[src/rtl/soc_bram_ctl_pkg.sv]
`default_nettype none
// ============================================================================
// Module  : soc_bram_ctl_pkg
// Brief   : State encoding and big-endian byte-lane helper for soc_bram_ctl.
// Revision: 1.0 - initial release
// ============================================================================
package soc_bram_ctl_pkg;

  typedef enum logic [1:0] {
    ST_IDLE  = 2'd0,
    ST_XFER  = 2'd1,
    ST_DRAIN = 2'd2,
    ST_ACK   = 2'd3
  } state_t;

  localparam logic [1:0] C_LAST_BYTE = 2'd3;

  // Byte index 0 is the most significant byte: lsb position = (3 - idx) * 8.
  function automatic logic [4:0] lane_lsb(input logic [1:0] idx);
    return {~idx, 3'b000};
  endfunction

endpackage
`default_nettype wire

[src/rtl/soc_bram_ctl_if.sv]
`default_nettype none
// ============================================================================
// Module  : soc_bram_ctl_if
// Brief   : SoC-side stb/ack word request bus of soc_bram_ctl.
// Revision: 1.0 - initial release
// ============================================================================
interface soc_bram_ctl_if;

  logic        i_stb;
  logic        i_rw;
  logic [31:0] i_addr;
  logic [31:0] i_dtw;
  logic [31:0] o_dtr;
  logic        o_ack;
  logic        o_busy;

  modport master (
    output i_stb, i_rw, i_addr, i_dtw,
    input  o_dtr, o_ack, o_busy
  );

  modport slave (
    input  i_stb, i_rw, i_addr, i_dtw,
    output o_dtr, o_ack, o_busy
  );

endinterface
`default_nettype wire

[src/rtl/soc_bram_ctl.sv]
`default_nettype none
// ============================================================================
// Module  : soc_bram_ctl
// Brief   : Splits 32-bit word requests into four big-endian byte accesses
//           on a byte-wide BRAM with a one-cycle registered read.
// Revision: 1.0 - initial release
// ============================================================================
module soc_bram_ctl
  import soc_bram_ctl_pkg::*;
#(
  parameter int ADDR_WIDTH = 8
) (
  input  wire logic                  clk,
  input  wire logic                  reset_n,
  soc_bram_ctl_if.slave              bus,
  output logic      [ADDR_WIDTH-1:0] bram_addr,
  output logic      [7:0]            bram_din,
  output logic                       bram_we,
  input  wire logic [7:0]            bram_dout
);

  state_t                r_state;
  state_t                w_next_state;
  logic [1:0]            r_cnt;
  logic [ADDR_WIDTH-1:0] r_base;
  logic                  r_rw;
  logic [31:0]           r_wdata;
  logic [31:0]           r_dtr;
  logic                  w_accept;
  logic                  w_capture;
  logic [4:0]            w_cap_lsb;
  logic                  w_unused_addr_bits;

  assign w_accept = (r_state == ST_IDLE) && bus.i_stb;

  // Read data lags the address by one cycle, so XFER cnt=k lands byte k-1
  // and DRAIN lands the final byte.
  assign w_capture = !r_rw &&
                     (((r_state == ST_XFER) && (r_cnt != 2'd0)) ||
                      (r_state == ST_DRAIN));
  assign w_cap_lsb = lane_lsb((r_state == ST_DRAIN) ? C_LAST_BYTE
                                                    : (r_cnt - 2'd1));

  always_ff @(posedge clk or negedge reset_n) begin
    if (!reset_n) begin
      r_state <= ST_IDLE;
    end else begin
      r_state <= w_next_state;
    end
  end

  always_comb begin
    w_next_state = r_state;
    case (r_state)
      ST_IDLE:  if (bus.i_stb) w_next_state = ST_XFER;
      ST_XFER:  if (r_cnt == C_LAST_BYTE) w_next_state = r_rw ? ST_ACK : ST_DRAIN;
      ST_DRAIN: w_next_state = ST_ACK;
      ST_ACK:   w_next_state = ST_IDLE;
      default:  w_next_state = ST_IDLE;
    endcase
  end

  always_ff @(posedge clk or negedge reset_n) begin
    if (!reset_n) begin
      r_cnt   <= 2'd0;
      r_base  <= '0;
      r_rw    <= 1'b0;
      r_wdata <= 32'd0;
      r_dtr   <= 32'd0;
    end else begin
      if (w_accept) begin
        r_cnt   <= 2'd0;
        r_base  <= {bus.i_addr[ADDR_WIDTH-1:2], 2'b00};
        r_rw    <= bus.i_rw;
        r_wdata <= bus.i_dtw;
      end
      // cnt parks at 3 so DRAIN keeps presenting the last byte address.
      if ((r_state == ST_XFER) && (r_cnt != C_LAST_BYTE)) begin
        r_cnt <= r_cnt + 2'd1;
      end
      if (w_capture) begin
        r_dtr[w_cap_lsb +: 8] <= bram_dout;
      end
    end
  end

  assign bram_addr  = r_base | ADDR_WIDTH'(r_cnt);
  assign bram_din   = r_wdata[lane_lsb(r_cnt) +: 8];
  assign bram_we    = (r_state == ST_XFER) && r_rw;

  assign bus.o_dtr  = r_dtr;
  assign bus.o_ack  = (r_state == ST_ACK);
  assign bus.o_busy = (r_state != ST_IDLE);

  // Address bits outside the BRAM word index alias and are intentionally dropped.
  assign w_unused_addr_bits = ^{bus.i_addr[31:ADDR_WIDTH], bus.i_addr[1:0]};

endmodule
`default_nettype wire

[src/flat_wrapper.sv]
// flat-port wrapper written by rule: the top's interface ports become plain ports
module soc_bram_ctl_flat import soc_bram_ctl_pkg::*;
#(
  parameter int ADDR_WIDTH = 8
)
  (clk, reset_n, bram_addr, bram_din, bram_we, bram_dout, bus_i_stb, bus_i_rw, bus_i_addr, bus_i_dtw, bus_o_dtr, bus_o_ack, bus_o_busy);
  soc_bram_ctl_if bus_i ();
  input  wire logic clk;
  input  wire logic reset_n;
  output logic      [ADDR_WIDTH-1:0] bram_addr;
  output logic      [7:0] bram_din;
  output logic bram_we;
  input  wire logic [7:0] bram_dout;
  input wire logic [$bits(bus_i.i_stb)-1:0] bus_i_stb;
  input wire logic [$bits(bus_i.i_rw)-1:0] bus_i_rw;
  input wire logic [$bits(bus_i.i_addr)-1:0] bus_i_addr;
  input wire logic [$bits(bus_i.i_dtw)-1:0] bus_i_dtw;
  output wire logic [$bits(bus_i.o_dtr)-1:0] bus_o_dtr;
  output wire logic [$bits(bus_i.o_ack)-1:0] bus_o_ack;
  output wire logic [$bits(bus_i.o_busy)-1:0] bus_o_busy;
  assign bus_i.i_stb = bus_i_stb;
  assign bus_i.i_rw = bus_i_rw;
  assign bus_i.i_addr = bus_i_addr;
  assign bus_i.i_dtw = bus_i_dtw;
  assign bus_o_dtr = bus_i.o_dtr;
  assign bus_o_ack = bus_i.o_ack;
  assign bus_o_busy = bus_i.o_busy;
  soc_bram_ctl #(.ADDR_WIDTH(ADDR_WIDTH)) u_core (.clk(clk), .reset_n(reset_n), .bus(bus_i), .bram_addr(bram_addr), .bram_din(bram_din), .bram_we(bram_we), .bram_dout(bram_dout));
endmodule
[config.mk]
export PLATFORM = sky130hd
export DESIGN_NAME = soc_bram_ctl_flat
export DESIGN_NICKNAME = d
export VERILOG_FILES = /design/src/rtl/soc_bram_ctl_pkg.sv /design/src/rtl/soc_bram_ctl_if.sv /design/src/rtl/soc_bram_ctl.sv /design/src/flat_wrapper.sv
export SDC_FILE = /design/constraint.sdc
export NUM_CORES = 1
export LEC_CHECK = 0
export ABC_AREA = 1
export CORE_ASPECT_RATIO = 0.75
export CORE_MARGIN = 2
export CORE_UTILIZATION = 41
export DETAILED_ROUTE_END_ITERATION = 10
export GPL_ROUTABILITY_DRIVEN = 0
export MAX_ROUTING_LAYER = met4
export PLACE_DENSITY = 0.77
export SYNTH_ARGS = -nofsm -noshare
export SYNTH_HDL_FRONTEND = slang
export SYNTH_SLANG_ARGS = --single-unit
[constraint.sdc]
create_clock -name clk -period 2.3 [get_ports clk]
set_input_delay 0.69 -clock clk [delete_from_list [all_inputs] [get_ports clk]]
set_output_delay 0.69 -clock clk [all_outputs]
set_load 0.01 [all_outputs]
### Word level (Yosys, flattened, before mapping)

Cells that the tools add are included.

* shift operators: 3
* multiplexer cells: 8
* equal/unequal tests: 7
* reductions and logical operators: 12
* add/sub/neg operators: 3
* bitwise gates (word level): 3

Operators with widths (count)
* bitwise mux 32 bit: 1
* variable shift 8 x 7 -> 32 bit, first input constant: 1
* variable part select 32 x 6 -> 8 bit: 1
* variable part select 8 x 7 -> 32 bit: 1
* 2-to-1 mux 2 bit: 5
* OR 8 x 2 -> 8 bit: 1
* one-hot mux 2 bit (4 select lines): 1
* negation 5 -> 7 bit: 1
* equality test 2 bit, second input constant: 3
* nonzero test 2 bit: 3
* logical AND 1 bit: 5
* inequality test 2 bit, second input constant: 2
* NOT 2 bit: 2
* adder 2 x 1 -> 2 bit, second input constant: 1
* equality test 2 x 1 -> 1 bit, second input constant: 1
* logical NOT 2 bit: 1
* inequality test 2 x 1 -> 1 bit, second input constant: 1
* AND reduction 2 bit: 1
* subtractor 2 x 1 -> 2 bit, second input constant: 1
* logical NOT 1 bit: 1
* logical OR 1 bit: 1
* 2-to-1 mux 1 bit: 1

* output and inout bits: 51
* word-level logic and storage cells: 42
* bits of input ports: 76
* flip-flop bits (word level): 75

### Depth between registers and ports, before layout

Gate-level depths: netlist (run 1).

* depth in word-level cells: 6
* gate-level depth with buffers: 14
* mapped depth without buffers: 11

### Worst setup path after synthesis (run 1)

Ideal clock, no wire load.

* path kind: register to register
* start: register u_core.r_cnt[0]
* end: register u_core.r_dtr[24] (netlist: u_core.bus.o_dtr[24])
* setup slack: -0.037 ns
* path buffers: 2
* arrival: 2.254 ns
* stages on the path, launching flop included: 12
* library setup time: 0.083 ns
* required time: 2.217 ns
* cells stage by stage: dfrtp_1 buf_4 inv_1 buf_6 ha_1 inv_1 nor2_1 inv_1 ha_1 nor2_1 nand2_1 o21ai_0

* cells in the longest elaborated chain, start to end: 6

RTL lines
* from (decl): line soc_bram_ctl.sv:24 `logic [1:0] r_cnt;`
* from (signal assigned): line soc_bram_ctl.sv:79 `r_cnt <= r_cnt + 2'd1;`
* subtractor 2 x 1 -> 2 bit: line soc_bram_ctl.sv:42 `: (r_cnt - 2'd1));`
* 2-to-1 mux 2 bit: line soc_bram_ctl.sv:41 `assign w_cap_lsb = lane_lsb((r_state == ST_DRAIN) ? C_LAST_BYTE`
* NOT 2 bit: line soc_bram_ctl_pkg.sv:20 `return {~idx, 3'b000};`
* negation 5 -> 7 bit: line soc_bram_ctl.sv:82 `r_dtr[w_cap_lsb +: 8] <= bram_dout;`
* variable part select 8 x 7 -> 32 bit / variable shift 8 x 7 -> 32 bit (equally long branches): line soc_bram_ctl.sv:82
* bitwise mux 32 bit: line soc_bram_ctl.sv:82
* to (signal, indexed assignment): line soc_bram_ctl.sv:82
* to (decl): line soc_bram_ctl.sv:28 `logic [31:0] r_dtr;`

Several ways; a longest one is shown, not always the timed one.
A chain may end at the register's enable or synchronous reset.

### Worst setup path after layout (run 1)

* start: register u_core.r_cnt[0]
* end: output bram_din[2]

* cells in the longest elaborated chain, start to end: 2

RTL lines
* NOT 2 bit: line soc_bram_ctl_pkg.sv:20
* variable part select 32 x 6 -> 8 bit: line soc_bram_ctl.sv:88 `assign bram_din = r_wdata[lane_lsb(r_cnt) +: 8];`
* to (decl): line flat_wrapper.sv:11 `output logic [7:0] bram_din;`

Every way passes these cells.

==> results of run 1 <==
registers in the layout, summed over array words and instances, names as in the netlist:
signal	flops
u_core.r_state	2
u_core.r_base	6
u_core.r_wdata	32
u_core.r_rw	1
u_core.bus.o_dtr	32
u_core.r_cnt	2
power by group through the flow:
stage | sequential (uW) | combinational (uW) | clock (uW)
2_1_floorplan | 2430 | 2270 | 0
3_3_place_gp | 2330 | 3850 | 0
3_5_place_dp | 2350 | 3950 | 0
4_1_cts | 2330 | 3920 | 1250
5_1_grt | 2420 | 4450 | 1310
6_report | 2330 | 4030 | 1220
cell usage in the layout (no fill, tap or decap), types with 9 or more instances in the layout:
cell type	synthesis	routed
sky130_fd_sc_hd__mux2_2	37	37
sky130_fd_sc_hd__o21ai_1	24	25
sky130_fd_sc_hd__ha_1	12	11
sky130_fd_sc_hd__o21ai_0	31	30
sky130_fd_sc_hd__nor2_1	26	19
sky130_fd_sc_hd__clkdlybuf4s50_1	0	89
sky130_fd_sc_hd__buf_4	1	10
sky130_fd_sc_hd__dlygate4sd2_1	0	10
sky130_fd_sc_hd__inv_1	21	19
sky130_fd_sc_hd__nand2_1	68	68
sky130_fd_sc_hd__nand3_1	10	10
sky130_fd_sc_hd__clkbuf_16	0	9
sky130_fd_sc_hd__dfrtp_1	75	75
synthesized netlist by cell type (all sizes together):
cell,instances
dfrtp,75
nand2,71
o21ai,55
mux2,37
nor2,30
inv,25
buf,15
nand3,14
ha,12
nand3b,7
o22ai,7
a21oi,3
clkinv,1
nand4,1
what timing repair did:
| item | in CTS | in global routing |
|---|---|---|
| setup endpoints to repair | 10 | 23 |
| gates resized for setup | 13 | 10 |
| hold buffers | 0 | 0 |
| buffers inserted | 2 | 3 |
| pin swaps | 0 | 1 |
area by class of cell:
type | instances | area share
multi-input combinational | 237 | 0.3057
inverter | 26 | 0.01938
clock buffer | 10 | 0.04747
sequential | 75 | 0.3728
clock inverter | 3 | 0.003479
tap | 108 | 0.02684
timing repair buffer | 114 | 0.2244
metrics by stage:
step,instance area [sq um],cells,setup WS [ns],hold slack [ns]
CTS,4990,570,0.06871,0.4231
finish,5035,573,0.1007,0.4061
global placement,4725,555,0.1041,0.4799
global route,5035,573,-0.004570,0.4306
floorplan,3610,353,0.02551,0.3944
detailed placement,4725,555,0.03839,0.4816
worst max-delay path: cells and delay by family, from the launching register on:
family | cells | cell delay (ns)
DFF | 1 | 0.40
AOI/OAI and AO/OA | 2 | 0.24
buffers and inverters | 3 | 0.54
worst max path at each step:
stage,to,startpoint,slack (ns),cells after the start
final,bram_din[2],u_core.r_cnt[0]$_DFFE_PN0P_,0.10,5
after global routing,u_core.bus.o_dtr[15]$_DFFE_PN0P_,u_core.r_cnt[0]$_DFFE_PN0P_,-0.005,12
after CTS,u_core.bus.o_dtr[21]$_DFFE_PN0P_,u_core.r_cnt[0]$_DFFE_PN0P_,0.07,11
after detailed placement,u_core.bus.o_dtr[21]$_DFFE_PN0P_,u_core.r_cnt[0]$_DFFE_PN0P_,0.04,11
after global placement,u_core.bus.o_dtr[16]$_DFFE_PN0P_,u_core.r_cnt[0]$_DFFE_PN0P_,0.10,11
after floorplan,u_core.bus.o_dtr[24]$_DFFE_PN0P_,u_core.r_cnt[0]$_DFFE_PN0P_,0.03,14
cells by family after synthesis:
group                      count (synthesis)  synth area share
AOI/OAI and AO/OA                         65           0.09293
and+or+nand+nor                          123            0.1664
DFF                                       75            0.5221
muxes                                     37            0.1159
adders and majority gates                 12           0.04177
buffers and inverters                     41           0.06091
per-layer routing:
metal	up-vias	routed length, microns	global-route usage	part of all wire
li1	1395	-	-	-
met4	0	126	0.05322	0.015
met3	8	372	0.03643	0.045
met1	1380	3920	0.2531	0.47
met2	67	3891	0.2941	0.47
met5	-	0	-	0
==> summary.md, run 1 <==
Outcome
* finished, final reports clean — result of the run

Worst setup path
* sky130_fd_sc_hd__dfrtp_1 — Max stage delay cell, worst path
* 18 — CP max FO
* u_core.r_cnt[0]$_DFFE_PN0P_ — worst flop-to-flop path startpoint
* 0.13 ns — flop-to-flop setup slack
* 1.61 ns — required arrival time at the worst endpoint
* inv_1 -> buf_12 -> o21ai_0 -> o22ai_1 -> dlygate4sd2_1 — critical-path cell list
* u_core.bus.o_dtr[15]$_DFFE_PN0P_ — capture instance of the worst register-to-register path
* 12 — R2R cell count
* 1.51 ns — data arrival time of the critical path
* output pin — CP endpoint kind
* reg -> out — Critical Setup Path Class
* flip-flop — Critical Path Start Type
* 0.40 ns — longest individual stage delay on the worst path

STA
* 0.3893 ns — worst slew pin tran
* 0.7405 — worst rel slew slack
* 2.199 ns — Period minus WS final
* 0 — number of hold violations in the final report
* 0 ns — Sum Neg Setup Slack
* 0.9562 — Period Utilization, post-route
* 0 — max-slew violation count
* 0 — number of setup violations in the final report
* 0.006203 ns — worst clock skew
* 454.7 MHz — highest clock frequency the design can meet

Clock network
* 3 — count of H-tree levels built during CTS
* 75 — sink count of the clock tree
* sky130_fd_sc_hd__clkbuf_16 — root cell of the clock tree
* 2 — Max clock buf depth
* 9 — total clock buffers created by CTS
* 0.32 ns — clock latency reported for the late side of the worst-skew pair
* 0.05 ns — clock transition at the register clock pins on the worst setup and hold paths after CTS
* built — CTS tree

Run
* 0 — number of max-cap violations

Layout
* 1877 sq um — register area
* 0.5930 — utilization of the core after routing
* 0.1957 — fraction of layout cells with a size suffix above 1
* 40.06% — Synth-to-Final Area Change
* 0 — number of antenna repair diodes
* 551 — final net count
* 1539 sq um — Multi-input gate area
* 725 — final-layout fill cell count

Yosys
* 0.5221 — sequential element share of the synthesized area
* 0 — Yosys warning count
* 75 — number of flip-flops and latches in the synthesized netlist
* 441 — number of nets produced by synthesis
* 3595 sq um — post-synthesis instance area
* 23 — count of cell types in the netlist
* 10.18 sq um — synthesized area per cell
* sky130_fd_sc_hd__dfrtp_1 52%, sky130_fd_sc_hd__mux2_2 12%, sky130_fd_sc_hd__nand2_1 7.1% — main area contributors after synthesis
* 353 — number of instances in the synthesized netlist
* sky130_fd_sc_hd__dfrtp_1 — Synth area leader
* 0.5221 — portion of synthesized cell area occupied by the leading cell type

Pwr
* 7583 uW — PnR Total Power
* 4672 uW — internal power contribution
* 0.3838 — Net Sw Frac
* 1506 nW/um^2 — power per cell area
* 0.531 — Logic pwr share
* 0.307 — fraction of power consumed by sequential logic
* 0.0007989 V — VDD IR max
* 2911 uW — Switching Power
* 0.162 — share of total power in the clock network
* 0.002213 uW — cell leakage power

Die
* 29 — cell row count
* 0.4234 — starting density of the core
* 8491 sq um — area of the core
* 9540 sq um — DIE AREA
* 85.09 microns — die height
* 112.1 microns — die width
* 127 — boundary pin count

GRT
* 76 — largest net degree at the start of global routing
* 14.00 mm — global-route wire length before repair
* 2857 — vias in the first global route
* 0 — grt ovf
* 0.1882 — All-Layer GR Usage
* 0 — initial antenna violation count

Drt
* 95 — iteration-0 DRC count of the detailed router
* 8.310 mm — Total Routed Length
* 4.974 — vias per cell
* 0 — number of routed nets with antenna violations
* 4 — number of optimization iterations in the first detailed-route pass
* 14.50 microns — final routed wire length divided by cell count
* 2850 — via count
* 0 — DRC Markers

Min path
* in -> async — type of the worst min-delay path

Placement
* 5.967 mm — half-perimeter wire length after placement
* 100 — number of buffers inserted by port buffering

Note: power is estimated with default switching activity, not from simulation.
==> run 2: changes to the inputs <==
--- a/config.mk
+++ b/config.mk
@@ -6,7 +6,7 @@
 export NUM_CORES = 1
 export LEC_CHECK = 0
 export ABC_AREA = 1
-export CORE_ASPECT_RATIO = 0.75
+export CORE_ASPECT_RATIO = 1.2
 export CORE_MARGIN = 2
 export CORE_UTILIZATION = 41
 export DETAILED_ROUTE_END_ITERATION = 10
==> summary.md, run 2 (synthesis results as in run 1) <==
Pwr
* 4342 uW — internal power contribution
* 0.002181 uW — cell leakage power
* 1453 nW/um^2 — power per cell area
* 2844 uW — Switching Power
* 0.120 — share of total power in the clock network
* 0.0008349 V — VDD IR max
* 0.320 — fraction of power consumed by sequential logic
* 0.559 — Logic pwr share
* 0.3958 — Net Sw Frac
* 7186 uW — PnR Total Power

Drt
* 8.118 mm — Total Routed Length
* 74 — iteration-0 DRC count of the detailed router
* 0 — DRC Markers
* 4 — number of optimization iterations in the first detailed-route pass
* 4.826 — vias per cell
* 2823 — via count
* 13.88 microns — final routed wire length divided by cell count
* 0 — number of routed nets with antenna violations

Die
* 127 — boundary pin count
* 8564 sq um — area of the core
* 0.4197 — starting density of the core
* 37 — cell row count
* 106.6 microns — die height
* 89.48 microns — die width
* 9535 sq um — DIE AREA

STA
* no — unrepaired setup endpoints after global routing
* 0.9520 — Period Utilization, post-route
* 0.006660 ns — worst clock skew
* 0 ns — Sum Neg Setup Slack
* 0 — number of hold violations in the final report
* 0 — number of setup violations in the final report
* 456.7 MHz — highest clock frequency the design can meet
* 0 — max-slew violation count
* 2.190 ns — Period minus WS final
* 0.7409 — worst rel slew slack
* 0.3886 ns — worst slew pin tran

GRT
* 0.1801 — All-Layer GR Usage
* 0 — grt ovf
* 0 — initial antenna violation count
* 76 — largest net degree at the start of global routing
* 12.97 mm — global-route wire length before repair
* 2797 — vias in the first global route

Clock network
* 9 — total clock buffers created by CTS
* sky130_fd_sc_hd__clkbuf_8 — root cell of the clock tree
* 0.35 ns — clock latency reported for the late side of the worst-skew pair
* 75 — sink count of the clock tree
* 0.08 ns — clock transition at the register clock pins on the worst setup and hold paths after CTS
* 2 — Max clock buf depth
* built — CTS tree
* 0 — CTS Hold Buffers Added
* 3 — count of H-tree levels built during CTS

Worst setup path
* 0.14 ns — flop-to-flop setup slack
* flip-flop — Critical Path Start Type
* 0.40 ns — longest individual stage delay on the worst path
* 1.61 ns — required arrival time at the worst endpoint
* inv_1 -> buf_12 -> nor2_1 -> o22ai_1 -> dlygate4sd2_1 — critical-path cell list
* 18 — CP max FO
* 1.50 ns — data arrival time of the critical path
* sky130_fd_sc_hd__dfrtp_1 — Max stage delay cell, worst path
* output pin — CP endpoint kind
* reg -> out — Critical Setup Path Class

Placement
* 5.827 mm — half-perimeter wire length after placement
* 100 — number of buffers inserted by port buffering
* 565 — number of placed cells counting well taps

Outcome
* finished, final reports clean — result of the run

Layout
* sky130_fd_sc_hd__clkdlybuf4s50_1 — leading cell type in the layout, fill and taps excluded
* 585 — number of non-filler instances in the completed layout
* 88 x sky130_fd_sc_hd__clkdlybuf4s50_1, 75 x sky130_fd_sc_hd__dfrtp_1, 68 x sky130_fd_sc_hd__nand2_1 — commonest cells after routing, fill and taps aside
* 551 — final net count
* 0.1966 — fraction of layout cells with a size suffix above 1
* 0 — number of antenna repair diodes
* 37.56% — Synth-to-Final Area Change

Run
* 0 — number of max-cap violations

Min path
* in -> async — type of the worst min-delay path

[run 2: worst paths after layout]
kind / from / to / cells after the start
setup / recovery: u_core.r_cnt[0]$_DFFE_PN0P_ / bram_din[2] / 5
hold / removal: reset_n / u_core.r_wdata[14]$_DFFE_PN0P_ / 2
setup reg to reg: u_core.r_cnt[0]$_DFFE_PN0P_ / u_core.bus.o_dtr[26]$_DFFE_PN0P_ / 12
hold reg to reg: u_core.bus.o_dtr[20]$_DFFE_PN0P_ / u_core.bus.o_dtr[20]$_DFFE_PN0P_ / 2
max in group asynchronous: reset_n / u_core.r_base[2]$_DFFE_PN0P_ / 2
min in group clk: u_core.bus.o_dtr[20]$_DFFE_PN0P_ / u_core.bus.o_dtr[20]$_DFFE_PN0P_ / 2
[run 2: critical path, delay by kind of cell, from the launching register on]
kind	cells	cell delay (ns)
buf+inv	3	0.54
flops	1	0.40
compound gates	1	0.17
simple gates	1	0.04
[run 2: layout make-up]
| cell class | instances | area, sq um |
|---|---|---|
| sequential | 75 | 1877 |
| inverter | 26 | 98.84 |
| multi-input combinational | 237 | 1524 |
| fill | 736 | 3620 |
| clock inverter | 5 | 30.03 |
| clock buffer | 11 | 131.4 |
| tap | 117 | 146.4 |
| timing repair buffer | 114 | 1137 |
[run 2: stage by stage]
step | hold slack (ns) | area [sq um] | utilization | worst slack [ns]
detailed placement | 0.4804 | 4743 | 0.5538 | 0.05258
finish | 0.3696 | 4945 | 0.5774 | 0.1104
global route | 0.3941 | 4945 | 0.5774 | 0.008569
floorplan | 0.3944 | 3610 | - | 0.02551
global placement | 0.4767 | 4743 | 0.5538 | 0.1170
CTS | 0.3818 | 4905 | 0.5727 | 0.03408
[run 2: repair_timing]
item	in CTS	in global routing
setup buffers	1	3
setup endpoints to repair	10	28
pin swaps	0	2
gates resized for setup	12	13
cloned	0	0
[run 2: layer usage]
layer / routed length (microns) / GRT usage / vias to the layer above
li1: - / - / 1388
met1: 3636 / 0.2194 / 1332
met2: 3979 / 0.2958 / 93
met3: 432 / 0.04080 / 10
met4: 70 / 0.05650 / 0
met5: 0 / - / -
[run 2: power groups by stage]
stage,registers [uW],clock network [uW],logic [uW]
after floorplan,2430,0,2270
after global placement,2310,0,3880
after detailed placement,2330,0,3970
after CTS,2310,888,3910
after global routing,2380,951,4440
final,2300,864,4020
==> run 3: changes to the inputs <==
--- a/config.mk
+++ b/config.mk
@@ -9,10 +9,12 @@
 export CORE_ASPECT_RATIO = 1.2
 export CORE_MARGIN = 2
 export CORE_UTILIZATION = 41
+export CTS_CLUSTER_SIZE = 20
 export DETAILED_ROUTE_END_ITERATION = 10
 export GPL_ROUTABILITY_DRIVEN = 0
 export MAX_ROUTING_LAYER = met4
 export PLACE_DENSITY = 0.77
+export SKIP_LAST_GASP = 1
 export SYNTH_ARGS = -nofsm -noshare
 export SYNTH_HDL_FRONTEND = slang
 export SYNTH_SLANG_ARGS = --single-unit
==> results of run 3 <==
Final layout, timing and power as in run 2 (identical DEF).
